### src/rtl/alu_arbiter_pkg.sv
// Shared definitions for the ALU arbiter: FSM state encoding and datapath widths.
package alu_arbiter_pkg;

  localparam int OPERAND_W = 64;
  localparam int INSTR_W   = 32;
  localparam int STAT_W    = 32;

  typedef enum logic [1:0] {
    IDLE = 2'd0,
    EXEC = 2'd1,
    RESP = 2'd2
  } arb_state_t;

endpackage

### src/rtl/alu_arbiter_rr_picker.sv
// Round-robin picker: returns the first asserted request at or after the
// pointer (wrapping), as a one-hot grant plus its binary index.
// Purely combinational so other arbiters can reuse it.
module rr_picker #(
  parameter int N     = 2,
  parameter int IDX_W = 1
) (
  input  logic [N-1:0]     i_req,
  input  logic [IDX_W-1:0] i_ptr,
  output logic [N-1:0]     o_grant,
  output logic [IDX_W-1:0] o_idx,
  output logic             o_any
);

  int j;

  // Scan N positions starting at the pointer; the first hit wins.
  always_comb begin
    o_grant = '0;
    o_idx   = '0;
    o_any   = 1'b0;
    j       = 0;
    for (int off = 0; off < N; off++) begin
      // The pointer is always < N, so one subtraction is enough to wrap.
      j = int'(i_ptr) + off;
      if (j >= N) j = j - N;
      if (!o_any && i_req[j]) begin
        o_grant[j] = 1'b1;
        o_idx      = IDX_W'(j);
        o_any      = 1'b1;
      end
    end
  end

endmodule

### src/rtl/alu_arbiter.sv
// Shares one combinational ALU among NUM_REQ requesters with round-robin
// arbitration. Operands are registered toward the ALU, the result is
// registered back and returned on a valid/ready channel tagged with the
// owning requester id.
// Optional build macro ALU_ARB_STATS_EN adds per-requester grant counters
// (stat_grants) and a response-stall counter (stat_stall).
module alu_arbiter
  import alu_arbiter_pkg::*;
#(
  parameter int NUM_REQ = 2,
  parameter int ID_W    = 1
) (
  input  logic                         clk,
  input  logic                         reset,
  input  logic [NUM_REQ-1:0]           req_valid,
  output logic [NUM_REQ-1:0]           req_ready,
  input  logic [NUM_REQ*OPERAND_W-1:0] req_a,
  input  logic [NUM_REQ*OPERAND_W-1:0] req_b,
  input  logic [NUM_REQ*INSTR_W-1:0]   req_instruction,
  output logic [OPERAND_W-1:0]         alu_a,
  output logic [OPERAND_W-1:0]         alu_b,
  output logic [INSTR_W-1:0]           alu_instruction,
  input  logic [OPERAND_W-1:0]         alu_result,
  output logic                         rsp_valid,
  input  logic                         rsp_ready,
  output logic [OPERAND_W-1:0]         rsp_data,
  output logic [ID_W-1:0]              rsp_id
`ifdef ALU_ARB_STATS_EN
  ,
  output logic [NUM_REQ*STAT_W-1:0]    stat_grants,
  output logic [STAT_W-1:0]            stat_stall
`endif
);

  arb_state_t        r_state;
  logic [ID_W-1:0]   r_rr_ptr;
  logic [ID_W-1:0]   r_id;

  logic [NUM_REQ-1:0] w_grant;
  logic [ID_W-1:0]    w_grant_idx;
  logic               w_grant_any;
  logic               w_grant_en;
  logic               w_handshake;
  logic [ID_W-1:0]    w_ptr_next;

  logic [OPERAND_W-1:0] w_a_arr   [NUM_REQ];
  logic [OPERAND_W-1:0] w_b_arr   [NUM_REQ];
  logic [INSTR_W-1:0]   w_ins_arr [NUM_REQ];

  // Unpack the flat request buses into per-requester lanes.
  genvar gi;
  generate
    for (gi = 0; gi < NUM_REQ; gi++) begin : g_unpack
      assign w_a_arr[gi]   = req_a[gi*OPERAND_W +: OPERAND_W];
      assign w_b_arr[gi]   = req_b[gi*OPERAND_W +: OPERAND_W];
      assign w_ins_arr[gi] = req_instruction[gi*INSTR_W +: INSTR_W];
    end
  endgenerate

  rr_picker #(
    .N     (NUM_REQ),
    .IDX_W (ID_W)
  ) u_picker (
    .i_req   (req_valid),
    .i_ptr   (r_rr_ptr),
    .o_grant (w_grant),
    .o_idx   (w_grant_idx),
    .o_any   (w_grant_any)
  );

  // A new op may start when idle, or when the current response is being
  // consumed this cycle (back-to-back issue).
  assign w_grant_en  = (r_state == IDLE) || ((r_state == RESP) && rsp_ready);
  assign req_ready   = w_grant_en ? w_grant : '0;
  assign w_handshake = w_grant_en && w_grant_any;
  assign w_ptr_next  = (w_grant_idx == ID_W'(NUM_REQ - 1)) ? '0 : w_grant_idx + ID_W'(1);

  // Arbitration FSM with registered ALU operands and registered response.
  always_ff @(posedge clk) begin
    if (reset) begin
      r_state         <= IDLE;
      r_rr_ptr        <= '0;
      r_id            <= '0;
      alu_a           <= '0;
      alu_b           <= '0;
      alu_instruction <= '0;
      rsp_valid       <= 1'b0;
      rsp_data        <= '0;
      rsp_id          <= '0;
    end else begin
      // Operands only move on a grant; otherwise they keep their last value.
      if (w_handshake) begin
        alu_a           <= w_a_arr[w_grant_idx];
        alu_b           <= w_b_arr[w_grant_idx];
        alu_instruction <= w_ins_arr[w_grant_idx];
        r_id            <= w_grant_idx;
        r_rr_ptr        <= w_ptr_next;
      end
      case (r_state)
        IDLE: begin
          if (w_handshake) r_state <= EXEC;
        end
        EXEC: begin
          rsp_data  <= alu_result;
          rsp_id    <= r_id;
          rsp_valid <= 1'b1;
          r_state   <= RESP;
        end
        RESP: begin
          if (rsp_ready) begin
            rsp_valid <= 1'b0;
            r_state   <= w_handshake ? EXEC : IDLE;
          end
        end
        default: r_state <= IDLE;
      endcase
    end
  end

`ifdef ALU_ARB_STATS_EN
  logic [STAT_W-1:0] r_grant_cnt [NUM_REQ];
  logic [STAT_W-1:0] r_stall_cnt;

  generate
    for (gi = 0; gi < NUM_REQ; gi++) begin : g_stats
      // Count accepted requests per requester; wraps naturally at 2^32.
      always_ff @(posedge clk) begin
        if (reset) begin
          r_grant_cnt[gi] <= '0;
        end else if (req_valid[gi] && req_ready[gi]) begin
          r_grant_cnt[gi] <= r_grant_cnt[gi] + STAT_W'(1);
        end
      end
      assign stat_grants[gi*STAT_W +: STAT_W] = r_grant_cnt[gi];
    end
  endgenerate

  // Count cycles where a finished result waits on the consumer.
  always_ff @(posedge clk) begin
    if (reset) begin
      r_stall_cnt <= '0;
    end else if ((r_state == RESP) && !rsp_ready) begin
      r_stall_cnt <= r_stall_cnt + STAT_W'(1);
    end
  end
  assign stat_stall = r_stall_cnt;
`endif

endmodule
### config.mk
export PLATFORM = sky130hd
export DESIGN_NAME = alu_arbiter
export DESIGN_NICKNAME = d
export VERILOG_FILES = /design/src/rtl/alu_arbiter_pkg.sv /design/src/rtl/alu_arbiter_rr_picker.sv /design/src/rtl/alu_arbiter.sv
export SDC_FILE = /design/constraint.sdc
export NUM_CORES = 1
export LEC_CHECK = 0
export CORE_AREA = 2 2 239 241
export CTS_BUF_LIST = sky130_fd_sc_hd__clkbuf_8 sky130_fd_sc_hd__clkbuf_16
export CTS_CLUSTER_DIAMETER = 200
export CTS_CLUSTER_SIZE = 8
export DETAILED_ROUTE_END_ITERATION = 6
export DIE_AREA = 0 0 241 243
export GPL_ROUTABILITY_DRIVEN = 1
export PLACE_DENSITY_LB_ADDON = 0.2
export SYNTH_ARGS = -nofsm -noshare
export SYNTH_HDL_FRONTEND = slang
export SYNTH_SLANG_ARGS = --single-unit
### constraint.sdc
create_clock -name clk -period 2.5 [get_ports clk]
set_clock_uncertainty 0.2 [all_clocks]
set_input_delay 0.375 -clock clk [delete_from_list [all_inputs] [get_ports clk]]
set_output_delay 0.375 -clock clk [all_outputs]
set_load 0.02 [all_outputs]
Word level (Yosys, flattened, before mapping) --
Index checks and enable logic that the tools add are counted.
Operators by class: add/sub/neg operators 4, order comparisons 7, equality and inequality tests 4, multiplexer cells 35, bitwise logic cells 2, reductions and logical operators 11
Operators with widths (number):
- $mux 64 | 6
- $mux 32 | 5
- $ge 32x1->1 const B | 2
- $lt 32x3->1 const B | 2
- $ge 32x3->1 const B | 1
- $sub 32x3->32 const B | 1
- $mux 1 | 15
- $mux 2 | 5
- $pmux 2 s3 | 1
- $logic_and 1x1->1 | 5
- $ne 2x2->1 const B | 2
- $reduce_and 2->1 | 2
- $sub 1x2->3 const B | 1
- $add 1x1->2 const B | 1
- $demux 1 s1 | 2
- $eq 2x1->1 const B | 1
- $eq 2x2->1 const B | 1
- $ge 1x2->1 const B | 1
- $ge 2x2->1 const B | 1
- $logic_not 2->1 | 1
- $not 1->2 | 1
- $or 2x2->2 | 1
- $pmux 1 s2 | 1
- $reduce_bool 2->1 | 1
- other kinds (3) | 3
Word-level totals: register bits 230, input bits 389, output and inout bits 228, word-level logic and storage cells 72

Depth between registers and ports, before layout --
Gate-level depths: netlist of the first run.
word-level depth 13, mapped depth 7, mapped depth without buffers 3

By module --
From an unflattened synthesis of the first run, not the netlist that was laid out.
Second synthesis, totals: cells, all modules 1045, area total of the unflattened synthesis 10342.4 µm²
By module, submodules not included:
- alu_arbiter | times used 1, cells each 1040, area each 10309.9 µm², sequential area each 4604.4 µm²
- rr_picker | times used 1, cells each 5, area each 32.5 µm², sequential area each 0.0 µm²

Least setup slack after synthesis of the first run --
Ideal clock, no wire load.
path type input to register, start point in reset, end point reg alu_a[41], library setup time 144 ps, arrival time 1586 ps, data required time 2156 ps, path slack 571 ps, stages on the path 6, buffers on the path 3, path through buf_2 > clkinv_1 > nand4b_1 > clkbuf_1 > clkbuf_1 > o221ai_1
RTL lines:
- start: declaration | line alu_arbiter.sv:14 | input logic reset,
- end signal: assignment | line alu_arbiter.sv:93 | alu_a <= w_a_arr[w_grant_idx];
- end: declaration | line alu_arbiter.sv:20 | output logic [OPERAND_W-1:0] alu_a,

Worst setup path after layout of the first run --
start point in req_valid[0], end point out req_ready[0]
Between the ends: longest elaborated chain between the ends 8, elaborated cells on any way between the ends 13, classes of those cells mux (10); bitwise (1); reduce/logical (2)
RTL lines:
- start: declaration | line alu_arbiter.sv:15 | input logic [NUM_REQ-1:0] req_valid,
- $mux 1 (implied by the code) (3 in a row) | line alu_arbiter_rr_picker.sv:27 | if (!o_any && i_req[j]) begin
- $mux 1 | line alu_arbiter_rr_picker.sv:27
- $logic_not 1->1 | line alu_arbiter_rr_picker.sv:27
- $logic_and 1x1->1 | line alu_arbiter_rr_picker.sv:27
- $mux 2 (*) | line alu_arbiter_rr_picker.sv:27
- $mux 2 (*) | line alu_arbiter.sv:74 | assign req_ready = w_grant_en ? w_grant : '0;
- end: declaration | line alu_arbiter.sv:16 | output logic [NUM_REQ-1:0] req_ready,
Mark *: on every way between the ends. The rest lies on a longest branch, timed or not. The select of a mux whose other input is x is not followed.

==> results.tsv, run 1 <==
stage	metric	value	unit
yosys	Syn Nets	1608	
worst_setup_path	Critical R2R Launch	r_state[0]	
final_layout	Syn-to-layout area delta	78.06	%
detailed_routing	DRC Markers	0	
final_layout	Final nets	2166	
worst_setup_path	reg2reg setup slack	430	ps
global_route	largest net degree at the start of global routing	99	
sta	Hold Violations, Final	0	
sta	Slew Viols, Final	0	
hold_path	Hold Path Sink	rsp_data[25]	
hold_path	HP Start	alu_result[25]	
global_route	vias in the first global route	11555	
floorplan	Die Wd	241	um
power	Leak	7.369	nW
yosys	most numerous cell in the Yosys netlist	inv_1	
final_layout	layout cells sized above 1	0.04494	
detailed_routing	Pre-antenna DRT Iters	4	
clocking	clock root cell	clkbuf_16	
floorplan	I/O pin count	617	
clocking	CTS tree	built	
global_route	initial antenna violation count	1	
sta	period utilisation layout	0.9083	
clocking	postcts setup bufs	0	
clocking	Worst-path clk slew	50	ps
worst_setup_path	RR Endpoint	alu_a[20]	
yosys	Main synth FF type	dfxtp_1	
clocking	Sink Count	230	
power	VDD IR max	0.0003611	V
sta	RSZ-0062 raised after global routing	false	
sta	Slew Limit Headroom	0.4698	
yosys	post-synth cell types	24	
yosys	synthesized area per cell	8.331	um^2
floorplan	Core Area	55950	um^2
yosys	Mapped Cells	1219	
detailed_routing	post-route ant nets	0	
global_route	first-pass GRT wire length	71.30	mm
yosys	Seq cells post-synth	230	
sta	final worst slack	229.4	ps
yosys	asr flop ratio synth	0	
detailed_routing	initial DRC count	442	
final_layout	diode count	0	
sta	final setup fails	0	
flow_run	Max-Cap Viols	0	
worst_setup_path	CP Launch Type	primary input	
placement	pre-CTS WS	-78.65	ps
worst_setup_path	Worst EP required	1920	ps
power	PwrDens	611.8	nW/um^2
floorplan	Site Rows	87	
floorplan	die area	58560	um^2
worst_setup_path	Register-to-Register Path Depth	5	
yosys	top post-synthesis cells by area	dfxtp_1 (45%), o221ai_1 (14%), o311ai_0 (13%), inv_1 (12%), nand2_1 (4.9%)	
yosys	Synth area leader	dfxtp_1	
yosys	top cell type's share of synthesized area	0.4534	
detailed_routing	Via Count	11344	
detailed_routing	DR WL/cell	18.95	um
clocking	htree depth	2	
yosys	Commonest cells post-synth	inv_1 (321), dfxtp_1 (230), o221ai_1 (160), o311ai_0 (148), nand2_1 (132)	
yosys	synth warn	0	
yosys	Post-synth EDFFs	0	
final_layout	Util after Layout	0.3232	
global_route	All-Layer GR Usage	0.1567	
worst_setup_path	crit-path max FO	3	
worst_setup_path	critical path arrival	1700	ps
sta	FMAX	440.4	MHz
hold_path	worst min path class	primary input to register	
yosys	Seq/Total Area, Yosys	0.4534	
clocking	later-pin clock latency in the skew report	530	ps
placement	IO Port Bufs	616	
floorplan	Starting Density	0.1815	
worst_setup_path	CP Capture Type	output port	
clocking	total CTS buffers	34	
worst_setup_path	critical path type	primary input to output port	
sta	fin crit period	2271	ps
hold_path	hold depth	3	
sta	Setup TNS	0	ps
yosys	Mapped Area	10160	um^2
status	status	completed	
global_route	gr ovfl total	0	
sta	Worst Tran Pin Value	795.4	ps
detailed_routing	via/cell ratio	4.473	
placement	Post-DP HPWL	33.24	mm
final_layout	# fillers	5949	
placement	GPL Wtd Cong	0.7744	
detailed_routing	Total Wirelength	48.06	mm
floorplan	Die Height	243	um
clocking	Max clock buf depth	3	
-- sequential cells by signal (all words and copies together), names as in the netlist --
register and count:
rsp_valid 1, r_id 1, r_rr_ptr 1, alu_b 64, alu_a 64, alu_instruction 32
rsp_id 1, r_state 2, rsp_data 64
-- metal layers --
metal	up-vias	routed length, um	GRT usage
met5	-	13	0
met4	2	1264	0.04866
met3	71	4447	0.05675
met2	436	23070	0.2674
met1	5418	19260	0.1812
li1	5417	-	-
-- per-stage QoR --
step	cell area, um^2	hold WS, ps	std cells	power [W]
5_1_grt	18080	172.3	2536	0.01159
2_1_floorplan	10160	227.3	1219	0.005321
6_report	18080	191.7	2536	0.01106
3_3_place_gp	17160	241.2	2496	0.006968
4_1_cts	18080	146.7	2536	0.01129
3_5_place_dp	17160	246.5	2496	0.006978
-- cell type report --
type / count / area (um^2) / area share
Clock buffer: 35 / 864.6 / 0.04781
Clock inverter: 4 / 37.54 / 0.002076
Inverter: 322 / 1211 / 0.06698
Multi-Input combinational cell: 540 / 3804 / 0.2103
Sequential cell: 230 / 4608 / 0.2548
Tap cell: 756 / 945.9 / 0.05231
Timing Repair Buffer: 649 / 6613 / 0.3657
-- worst max-delay path: stages --
cell	delay, ps
clkdlybuf4s50_1	540
nor2b_1	240
nand2_1	110
nor2_1	90
dlygate4sd2_1	340
-- cell families (layout without fill, tap and decap cells) --
logic type | Yosys count | in the layout | share of synthesized area
compound gates | 391 | 391 | 0.3121
buf+inv | 449 | 1010 | 0.1749
flops | 230 | 230 | 0.4534
simple gates | 149 | 149 | 0.05963
-- placed cells by master (no fill, tap or decap), types with 2 or more instances in the layout --
master           count
clkdlybuf4s50_1    613
inv_1              322
dfxtp_1            229
o221ai_1           160
o311ai_0           148
nand2_1            132
a21oi_1             66
clkbuf_16           34
buf_4               16
buf_12              16
o311ai_1            12
nor2b_1              4
nor2_1               3
and2_1               2
nor2b_4              2
o21ai_0              2
inv_6                2
-- how the worst max path moves through the flow --
| stage | startpoint | endpoint | depth (start not counted) |
|---|---|---|---|
| 3_3_place_gp | req_valid[0] | req_ready[0] | 5 |
| 2_1_floorplan | reset | alu_a[41] | 6 |
| 4_1_cts | req_valid[1] | req_ready[1] | 5 |
| 5_1_grt | req_valid[0] | req_ready[0] | 5 |
| 3_5_place_dp | req_valid[1] | alu_b[41] | 6 |
| 6_report | req_valid[0] | req_ready[0] | 5 |
-- timing repair --
action / in CTS / in global routing
gates cloned: 0 / 0
gates resized for setup: 2 / 1
hold endpoints to repair: 1 / 0
hold buffers: 1 / 0
endpoints found under the setup margin: 2 / 1
-- power breakdown --
| group | internal (W) | switching [W] | leakage [nW] |
|---|---|---|---|
| Combinational | 0.00139 | 0.00131 | 5.03 |
| Sequential | 0.00401 | 0.000181 | 1.89 |
| Clock | 0.00244 | 0.00173 | 0.447 |
| Total | 0.00784 | 0.00322 | 7.37 |
(Power assumes the default switching activity.)
==> inputs of run 2 (changes only) <==
- CORE_AREA: 2 2 239 241 -> 2 2 243 245
- DIE_AREA: 0 0 241 243 -> 0 0 245 247
- REMOVE_ABC_BUFFERS: not set -> 1
- clock period: 2.5 -> 1.8 ns (I/O delays scaled with it)
==> run 2 against run 1 <==
  * The flow now finishes with violations (negative setup slack)
  * Global-route usage up 0.18 points
  * Hold slack worse by 95 ps
  * Combinational power up 42%
  * Non-clock buffer count up 39
  * Via count up 3.7%
  * Register-to-register slack worse by 600 ps
  * Flip-flop and latch count unchanged
  * Count of clock-buffer cells in the layout up 3
  * Worst setup slack worse by 400 ps
  * Critical path depth unchanged
  * Largest cell class unchanged
  * Highest routed layer unchanged
==> results.tsv, run 2 (synthesis results as in run 1) <==
stage	metric	value	unit
status	status	finished, violations left	
status	failing checks	negative setup slack	
floorplan	Die Wd	245	um
sta	Worst Tran Pin Value	778.9	ps
flow_run	Max-Cap Viols	0	
clocking	Worst-path clk slew	60	ps
sta	FMAX	508.4	MHz
power	PwrDens	831.3	nW/um^2
final_layout	Util after Layout	0.3241	
final_layout	Regs by FF count	alu_a: 64 flops, alu_b: 64 flops, rsp_data: 64 flops	
power	switching pwr	0.004652	W
sta	final worst slack	-167.1	ps
final_layout	storage element area	4608	um^2
worst_setup_path	Critical R2R Launch	r_state[0]	
hold_path	worst min path class	primary input to register	
clocking	CTS tree	built	
final_layout	commonest cells after routing, fill and taps aside	clkdlybuf4s50_1 (387), inv_1 (322), dfxtp_1 (229)	
floorplan	Starting Density	0.1744	
hold_path	hold depth	3	
detailed_routing	Total Wirelength	52.68	mm
power	P_int	0.01104	W
detailed_routing	Pre-antenna DRT Iters	4	
hold_path	Hold Path Sink	rsp_data[28]	
placement	Post-DP HPWL	35.29	mm
floorplan	Core Area	58240	um^2
worst_setup_path	crit-path max cell delay	590	ps
sta	RSZ-0062 raised after global routing	true	
power	Leak	8.659	nW
clocking	Max clock buf depth	3	
global_route	largest net degree at the start of global routing	101	
sta	final setup fails	163	
detailed_routing	DR WL/cell	20.32	um
sta	fin crit period	1967	ps
worst_setup_path	crit-path max FO	8	
power	clock network fraction of design power	0.384	
floorplan	I/O pin count	617	
floorplan	Die Height	247	um
final_layout	Multi-input gate area	4161	um^2
worst_setup_path	critical path arrival	2210	ps
final_layout	# fillers	6210	
detailed_routing	post-route ant nets	0	
hold_path	HP Start	alu_result[28]	
global_route	initial antenna violation count	3	
sta	Fin Hold WS	96.60	ps
clocking	htree depth	2	
detailed_routing	initial DRC count	434	
floorplan	Site Rows	89	
sta	Slew Limit Headroom	0.4807	
clocking	total CTS buffers	34	
global_route	All-Layer GR Usage	0.1585	
global_route	vias in the first global route	11829	
worst_setup_path	CP Launch Type	register	
worst_setup_path	reg2reg setup slack	-170	ps
floorplan	die area	60520	um^2
power	sequential share of power	0.371	
worst_setup_path	CP Capture Type	register	
detailed_routing	via/cell ratio	4.535	
worst_setup_path	critical path type	register to register	
sta	Slew Viols, Final	0	
clocking	later-pin clock latency in the skew report	540	ps
power	combinational power share	0.245	
detailed_routing	DRC Markers	0	
sta	period utilisation layout	1.093	
power	VDD IR max	0.0004421	V
placement	pre-CTS WS	-623.5	ps
final_layout	layout cells sized above 1	0.1006	
placement	GPL Wtd Cong	0.7609	
worst_setup_path	crit-path cells	nor2b_4 > or4b_4 > buf_12 > clkbuf_16 > o221ai_2	
sta	Hold Violations, Final	0	
final_layout	most common library cell in the layout ignoring fill and taps	clkdlybuf4s50_1	
placement	IO Port Bufs	616	
worst_setup_path	Register-to-Register Path Depth	5	
worst_setup_path	Worst EP required	2040	ps
clocking	clock root cell	clkbuf_16	
clocking	Sink Count	230	
global_route	first-pass GRT wire length	73.79	mm
final_layout	Syn-to-layout area delta	85.86	%
detailed_routing	Via Count	11760	
final_layout	Final nets	2205	
worst_setup_path	RR Endpoint	alu_a[50]	
worst_setup_path	Slowest-stage cell, CP	or4b_4	
power	Sw Share	0.2965	
global_route	gr ovfl total	0	
==> run 2: cell types whose count changed in the layout (fill, tap and decap cells not counted), sizes merged <==
cell / before / now
dlygate4sd2: 1 / 213
clkdlybuf4s15: 0 / 12
clkbuf: 35 / 46
dlymetal6s2s: 1 / 0
diode: 0 / 1
inv: 325 / 323
clkdlybuf4s50: 613 / 387
buf: 33 / 67
clkinv: 1 / 0
==> run 2: layer usage <==
layer	wire length (um)	track usage	up-vias
li1	-	-	5527
met1	20240	0.1787	5636
met2	26010	0.2722	516
met3	4859	0.05915	79
met4	1565	0.05793	2
met5	13	0	-
==> run 2: worst max-delay path by stage <==
| stage | start | end | cells past startpoint |
|---|---|---|---|
| after global routing | r_state[0] | alu_a[50] | 5 |
| after CTS | r_state[0] | alu_a[3] | 5 |
| after floorplan | reset | alu_a[0] | 3 |
| final | r_state[0] | alu_a[50] | 5 |
| after detailed placement | req_valid[1] | alu_b[54] | 5 |
| after global placement | req_valid[1] | alu_instruction[30] | 5 |
==> run 2: critical path: cells and delay by family, from the launching register on <==
| kind | cells | cell delay (ps) |
|---|---|---|
| AND/OR/NAND/NOR | 2 | 720 |
| buffers and inverters | 2 | 390 |
| flip-flops | 1 | 370 |
| AO/OA/AOI/OAI | 1 | 170 |
==> run 2: per-stage QoR <==
stage               cells  area, um^2  total power [W]  setup TNS [ps]
global route         2593       18880          0.01643          -26990
floorplan            1092        9588         0.007275         -988900
CTS                  2582       18480          0.01574          -19620
global placement     2535       17400         0.009755          -92870
detailed placement   2535       17400         0.009767          -94270
finish               2593       18880          0.01569          -15770
==> run 2: repair_timing <==
action | CTS | global route
endpoints found under the hold margin | 2 | 0
cloned | 4 | 8
gates resized for setup | 307 | 69
pin swaps | 0 | 1
buffers inserted | 3 | 2
hold buffers | 1 | 0
setup endpoints to repair | 389 | 230
==> run 2: area by class of cell <==
type / count / area share
inverters: 322 / 0.06417
multi-input cells: 540 / 0.2205
clock buffers: 38 / 0.04978
repair buffers: 688 / 0.3699
diodes: 1 / 0.0001326
flip-flops and latches: 230 / 0.2441
well taps: 773 / 0.05124
clock inverters: 1 / 0.0001989
==> run 2: power by group through the flow <==
stage          clock network (W)  logic [W]  registers [W]
6_report                 0.00603    0.00384        0.00582
4_1_cts                  0.00623    0.00369        0.00582
3_3_place_gp                   0    0.00384        0.00592
2_1_floorplan                  0   0.000781        0.00649
5_1_grt                  0.00644    0.00411        0.00588
3_5_place_dp                   0    0.00384        0.00593
